<file path="src/rtl/multi_clock_divider_pkg.sv">
// Shared constants and helpers for the multi-channel clock divider.
// Used by: multi_clock_divider, clkdiv_channel, multi_clock_divider_if.
package clkdiv_pkg;

    // Prescaler ratio: clk cycles per base tick.
    function automatic int unsigned calc_div(
        input int unsigned clk_hz,
        input int unsigned base_hz
    );
        return clk_hz / base_hz;
    endfunction

    // DIV at the default 50 MHz / 1 kHz configuration.
    localparam int unsigned DIV = calc_div(50_000_000, 1000);

    // Index width for n items, never less than one bit.
    function automatic int unsigned idx_width(input int unsigned n);
        int unsigned w;
        w = $clog2(n);
        return (w < 1) ? 1 : w;
    endfunction

    // ceil(p/2) computed one bit wider than p so the
    // all-ones period cannot wrap.
    function automatic logic [32:0] half_period(input logic [31:0] p);
        return ({1'b0, p} + 33'd1) >> 1;
    endfunction

endpackage

</file>
<file path="src/rtl/multi_clock_divider_if.sv">
// Bus between the divider and its controller.
// master: drives en/wr_en/wr_ch/wr_period (+sync when
// MULTI_CLOCK_DIVIDER_SYNC_EN is defined) and reads ld/tick/base_tick.
// slave: the divider side of the same bundle.
interface multi_clock_divider_if #(
    parameter int unsigned NCH = 4,
    parameter int unsigned PW  = 16
);
    import clkdiv_pkg::*;

    localparam int unsigned CW = idx_width(NCH);

    logic [NCH-1:0] en;
    logic           wr_en;
    logic [CW-1:0]  wr_ch;
    logic [PW-1:0]  wr_period;
    logic [NCH-1:0] ld;
    logic [NCH-1:0] tick;
    logic           base_tick;
`ifdef MULTI_CLOCK_DIVIDER_SYNC_EN
    logic           sync;
`endif

    modport master (
        output en, wr_en, wr_ch, wr_period,
`ifdef MULTI_CLOCK_DIVIDER_SYNC_EN
        output sync,
`endif
        input  ld, tick, base_tick
    );

    modport slave (
        input  en, wr_en, wr_ch, wr_period,
`ifdef MULTI_CLOCK_DIVIDER_SYNC_EN
        input  sync,
`endif
        output ld, tick, base_tick
    );

endinterface

</file>
<file path="src/rtl/multi_clock_divider_channel.sv">
// One divider channel: phase counter, active/pending period and
// registered ld (square wave) / tick (wrap strobe) outputs.
// Ports: clk, rst (sync, active-high), en, base_tick, sync,
// wr (write strobe for this channel), wr_period, ld, tick.
module clkdiv_channel
    import clkdiv_pkg::*;
#(
    parameter int unsigned PW             = 16,
    parameter int unsigned DEFAULT_PERIOD = 1000
) (
    input  logic          clk,
    input  logic          rst,
    input  logic          en,
    input  logic          base_tick,
    input  logic          sync,
    input  logic          wr,
    input  logic [PW-1:0] wr_period,
    output logic          ld,
    output logic          tick
);

    logic [PW-1:0] cnt;
    logic [PW-1:0] active;
    logic [PW-1:0] pending;
    logic          pend_q;

    logic          running;
    logic          at_wrap;
    logic [PW:0]   half;

    assign running = en && (active != '0);
    assign at_wrap = (cnt == active - PW'(1));
    assign half    = (PW+1)'(half_period(32'(active)));

    always_ff @(posedge clk) begin
        if (rst) begin
            cnt     <= '0;
            active  <= PW'(DEFAULT_PERIOD);
            pending <= PW'(DEFAULT_PERIOD);
            pend_q  <= 1'b0;
            ld      <= 1'b0;
            tick    <= 1'b0;
        end else begin
            // ld follows the pre-edge phase, one clk behind cnt
            ld   <= running && ({1'b0, cnt} < half);
            tick <= 1'b0;

            if (!running) begin
                cnt <= '0;
            end else if (base_tick && !sync) begin
                if (at_wrap) begin
                    cnt  <= '0;
                    tick <= 1'b1;
                    // period swaps only at a wrap so ld never glitches
                    if (pend_q) begin
                        active <= pending;
                        pend_q <= 1'b0;
                    end
                end else begin
                    cnt <= cnt + PW'(1);
                end
            end

            if (sync) begin
                cnt <= '0;
                if (pend_q) begin
                    active <= pending;
                    pend_q <= 1'b0;
                end
            end

            // later assignments win: a write in a wrap cycle
            // re-arms pending for the following wrap
            if (wr) begin
                if (!running) begin
                    active <= wr_period;
                    cnt    <= '0;
                    pend_q <= 1'b0;
                end else begin
                    pending <= wr_period;
                    pend_q  <= 1'b1;
                end
            end
        end
    end

endmodule

</file>
<file path="src/rtl/multi_clock_divider.sv">
// Shared BASE_HZ prescaler feeding NCH programmable divider channels.
// Ports: clk, rst (sync, active-high), bus (slave modport:
// en, wr_en, wr_ch, wr_period in; ld, tick, base_tick out).
// Optional MULTI_CLOCK_DIVIDER_SYNC_EN adds bus.sync to realign phases.
module multi_clock_divider
    import clkdiv_pkg::*;
#(
    parameter int unsigned CLK_HZ         = 50_000_000,
    parameter int unsigned BASE_HZ        = 1000,
    parameter int unsigned NCH            = 4,
    parameter int unsigned PW             = 16,
    parameter int unsigned DEFAULT_PERIOD = 1000
) (
    input  logic                  clk,
    input  logic                  rst,
    multi_clock_divider_if.slave  bus
);

    localparam int unsigned DIV_R = calc_div(CLK_HZ, BASE_HZ);
    localparam int unsigned PSW   = idx_width(DIV_R);
    localparam int unsigned CW    = idx_width(NCH);

    logic [PSW-1:0] pre;
    logic           base_tick_q;
    logic           sync_s;
    logic [NCH-1:0] wr_hit;
    logic [NCH-1:0] ld_v;
    logic [NCH-1:0] tick_v;

`ifdef MULTI_CLOCK_DIVIDER_SYNC_EN
    assign sync_s = bus.sync;
`else
    assign sync_s = 1'b0;
`endif

    always_ff @(posedge clk) begin
        if (rst) begin
            pre         <= '0;
            base_tick_q <= 1'b0;
        end else if (sync_s) begin
            pre         <= '0;
            base_tick_q <= 1'b0;
        end else if (pre == PSW'(DIV_R - 1)) begin
            pre         <= '0;
            base_tick_q <= 1'b1;
        end else begin
            pre         <= pre + PSW'(1);
            base_tick_q <= 1'b0;
        end
    end

    // out-of-range wr_ch matches no channel and is dropped
    for (genvar i = 0; i < NCH; i++) begin : g_ch
        assign wr_hit[i] = bus.wr_en && (bus.wr_ch == CW'(i));

        clkdiv_channel #(
            .PW             (PW),
            .DEFAULT_PERIOD (DEFAULT_PERIOD)
        ) u_ch (
            .clk       (clk),
            .rst       (rst),
            .en        (bus.en[i]),
            .base_tick (base_tick_q),
            .sync      (sync_s),
            .wr        (wr_hit[i]),
            .wr_period (bus.wr_period),
            .ld        (ld_v[i]),
            .tick      (tick_v[i])
        );
    end

    assign bus.ld        = ld_v;
    assign bus.tick      = tick_v;
    assign bus.base_tick = base_tick_q;

endmodule
</file>
<file path="src/flat_wrapper.sv">
// flat-port wrapper written by rule: the top's interface ports become plain ports
module multi_clock_divider_flat import clkdiv_pkg::*;
#(
    parameter int unsigned CLK_HZ         = 50_000_000,
    parameter int unsigned BASE_HZ        = 1000,
    parameter int unsigned NCH            = 4,
    parameter int unsigned PW             = 16,
    parameter int unsigned DEFAULT_PERIOD = 1000
)
  (clk, rst, bus_en, bus_wr_en, bus_wr_ch, bus_wr_period, bus_ld, bus_tick, bus_base_tick);
  multi_clock_divider_if #(.NCH(NCH), .PW(PW)) bus_i ();
  input  logic clk;
  input  logic rst;
  input wire logic [$bits(bus_i.en)-1:0] bus_en;
  input wire logic [$bits(bus_i.wr_en)-1:0] bus_wr_en;
  input wire logic [$bits(bus_i.wr_ch)-1:0] bus_wr_ch;
  input wire logic [$bits(bus_i.wr_period)-1:0] bus_wr_period;
  output wire logic [$bits(bus_i.ld)-1:0] bus_ld;
  output wire logic [$bits(bus_i.tick)-1:0] bus_tick;
  output wire logic [$bits(bus_i.base_tick)-1:0] bus_base_tick;
  assign bus_i.en = bus_en;
  assign bus_i.wr_en = bus_wr_en;
  assign bus_i.wr_ch = bus_wr_ch;
  assign bus_i.wr_period = bus_wr_period;
  assign bus_ld = bus_i.ld;
  assign bus_tick = bus_i.tick;
  assign bus_base_tick = bus_i.base_tick;
  multi_clock_divider #(.CLK_HZ(CLK_HZ), .BASE_HZ(BASE_HZ), .NCH(NCH), .PW(PW), .DEFAULT_PERIOD(DEFAULT_PERIOD)) u_core (.clk(clk), .rst(rst), .bus(bus_i));
endmodule
</file>
<file path="config.mk">
export PLATFORM = sky130hd
export DESIGN_NAME = multi_clock_divider_flat
export DESIGN_NICKNAME = d
export VERILOG_FILES = /design/src/rtl/multi_clock_divider_pkg.sv /design/src/rtl/multi_clock_divider_if.sv /design/src/rtl/multi_clock_divider_channel.sv /design/src/rtl/multi_clock_divider.sv /design/src/flat_wrapper.sv
export SDC_FILE = /design/constraint.sdc
export NUM_CORES = 1
export LEC_CHECK = 0
export CAP_MARGIN = 30
export CORE_MARGIN = 2
export CORE_UTILIZATION = 55
export CTS_CLUSTER_DIAMETER = 50
export DETAILED_ROUTE_END_ITERATION = 8
export PLACE_DENSITY = 0.72
export SYNTH_ARGS = -nofsm -noshare
export SYNTH_HDL_FRONTEND = slang
export SYNTH_SLANG_ARGS = --single-unit
</file>
<file path="constraint.sdc">
create_clock -name clk -period 7.4 [get_ports clk]
set_input_delay 1.48 -clock clk [delete_from_list [all_inputs] [get_ports clk]]
set_output_delay 1.48 -clock clk [all_outputs]
set_load 0.1 [all_outputs]
</file>
==> results.cfg <==
[run_status]
outcome = finished, final reports clean

[final_layout]
area_growth_pct = 7.572
nets = 1767
design_area_mm2 = 0.01493
drive_above_1_share = 0.04621
fillCellCount = 2265
fin_util = 0.5981
final_cell_mix = dfxtp_1 (221), nand2_1 (216), nor2_1 (193)
final_common_cell = dfxtp_1

[timing]
clock.fmax_mhz = 255.2
slew_headroom = 0.3091
setup_viol = 0
clock_skew_ps = 13.14
tns_ps = 0
layout_min_cycle_time_ps = 3919
rsz0062_at_grt = false
setup_slack_ps = 3481
hold_violations = 0
worst-slew-pin-transition_ps = 1034
fin_crit_sh = 0.5296
slew_viol_final = 0

[power]
totalPowerFinal_uw = 2776
p_leak_uw = 0.005698
power_density_mw_per_mm2 = 185.9
ir_worst_vdd_mv = 0.1829

[detailed_routing]
drt_iter0_drc = 691
ant_nets = 0
vias_per_cell = 5.818
vias = 11750
post_drt_wl_per_cell_um = 15.81
remaining_drc_errors = 0
drt_first_pass_iters = 5
wl_mm = 31.93

[global_routing]
antenna_found_initial = 1
grt_max_degree = 97
grt_pass1_wl_mm = 53.64
track_usage = 0.2423
overflow = 0
grt_pass1_vias = 10890

[placed_design]
gp_congestion = 0.8786
place_area_mm2 = 0.01402
io_buffers = 33
pre_cts_ws_ps = 3676
dp_hpwl_mm = 22.54

[logic_synthesis]
yosysTopAreaCellShare = 0.3187
yosys_warnings = 0
synth_seq_area_share = 0.3187
synth_top_area_cell = dfxtp_1
synth.distinct_cells = 75
synth.ff_latch_count = 221
async_flop_share = 0
synthTopCellsByArea = dfxtp_1 (32%), ha_1 (6.6%), xor2_1 (6.6%)
synth_ff_type = dfxtp_1
synth_edf_count = 0
syn_area_mm2 = 0.01388
synth_nets = 1841
syn_avg_cell_area_um2 = 7.964
synthCells = 1743

[cts]
holdBufCountCts = 0
cts_root_buffer = clkbuf_16
clk_pin_slew_ps = 60
cts_tree = yes
post_cts_buffers = 0
cts_resized = 0
cts_buffers = 27
cts_buffer_depth = 3
worstSkewPairLatency_ps = 530
cts.sinks = 221
cts_htree_levels = 1

[worst_setup_path]
path_max_fanout = 28
crit_slowest_cell = clkdlybuf4s50_1
worstPathArrival_ps = 2440
slowest_delay_ps = 1220
cp-start-kind = flop
required_ps = 5920
critPathKind = flop to output pin
worstPathCellList = buf_4 > clkdlybuf4s50_1
worst_setup_path_end_kind = output pin

[floorplan]
start_util = 0.5560
fp-row-count = 58
fp.dieH_um = 162.9
die_area_mm2 = 0.02653
core_area_mm2 = 0.02496
ios = 34
die_width_um = 162.9

[job]
cap_violations = 0

[min_path]
hold_class = flop to flop
## metrics by stage
stage | hold WS [ps] | std cells
final | 449.6 | 2019
after global placement | 429.6 | 1965
after global routing | 469.1 | 2018
after CTS | 453.8 | 2018
after floorplan | 417.5 | 1743
after detailed placement | 442.1 | 1970
## state kept, by name, indices dropped and copies added, names as in the netlist
name / cells
u_core.g_ch.u_ch.ld: 4
u_core.g_ch.u_ch.pending: 64
u_core.g_ch.u_ch.active: 64
u_core.g_ch.u_ch.tick: 4
u_core.bus.base_tick: 1
u_core.g_ch.u_ch.pend_q: 4
u_core.g_ch.u_ch.cnt: 64
u_core.pre: 16
## report_power, final
part           leakage, uW  switching, uW  total, uW  internal, uW
Sequential         0.00179           32.9       1250          1210
Combinational      0.00347            115        185          70.5
Clock             0.000435            515       1340           830
Total              0.00570            662       2780          2110
## critical path: cells and delay by family (launching register included)
family | cells | cell delay (ps)
buffers and inverters | 2 | 1590
DFF | 1 | 300
## layout make-up
class | instances | area, um^2 | share of cell area
multi-input cells | 1352 | 8658 | 0.5799
flip-flops and latches | 221 | 4424 | 0.2963
clock inverters | 13 | 180.2 | 0.01207
well taps | 330 | 412.9 | 0.02765
repair buffers | 43 | 437.9 | 0.02933
diodes | 1 | 2.502 | 0.0001676
inverters | 24 | 90.09 | 0.006033
clock buffers | 35 | 725.7 | 0.04860
## cells in the mapped netlist, drive strengths merged (3+ instances only)
cell type and n:
a211oi 57, a21boi 3, a21o 23, a21oi 76, a221oi 4, a31oi 6, and2 3, and3 29
and4 5, buf 37, clkbuf 109, dfxtp 221, ha 73, inv 24, mux2i 51, nand2 217
nand2b 12, nand3 95, nand3b 10, nand4 38, nand4b 4, nor2 193, nor2b 10, nor3 72
nor3b 9, nor4 34, nor4b 6, o211ai 5, o21ai 37, o31a 3, o31ai 12, or2 7
or3 16, or3b 3, or4 9, xnor2 100, xor2 104
## per-layer routing
metal	part of all wire	up-vias	GRT usage	wire length (um)
met3	0.047	52	0.03692	1499
met5	0	-	0	0
met2	0.46	229	0.4070	14830
met1	0.46	5551	0.3243	14830
met4	0.024	0	0.06557	767
li1	-	5915	-	-
## final timing paths
path	start	end	slack, ps	depth (start not counted)
min reg2reg	u_core.pre[0]$_SDFF_PP0_	u_core.pre[0]$_SDFF_PP0_	450	1
min	u_core.pre[0]$_SDFF_PP0_	u_core.pre[0]$_SDFF_PP0_	450	1
max	u_core.bus.base_tick$_SDFF_PP0_	bus_base_tick	3480	2
max reg2reg	u_core.g_ch[0].u_ch.active[0]$_SDFF_PP0_	u_core.g_ch[0].u_ch.active[1]$_SDFF_PP0_	3740	10
## cell families after synthesis
family / Yosys count / synth area share
XOR/XNOR: 205 / 0.1303
adder cells (fa/ha/maj): 73 / 0.06580
AO/OA/AOI/OAI: 242 / 0.1148
buffers and inverters: 170 / 0.05751
multiplexers: 52 / 0.03759
flip-flops: 221 / 0.3187
AND/OR/NAND/NOR: 780 / 0.2752
Power figures use the tool's default switching activity.
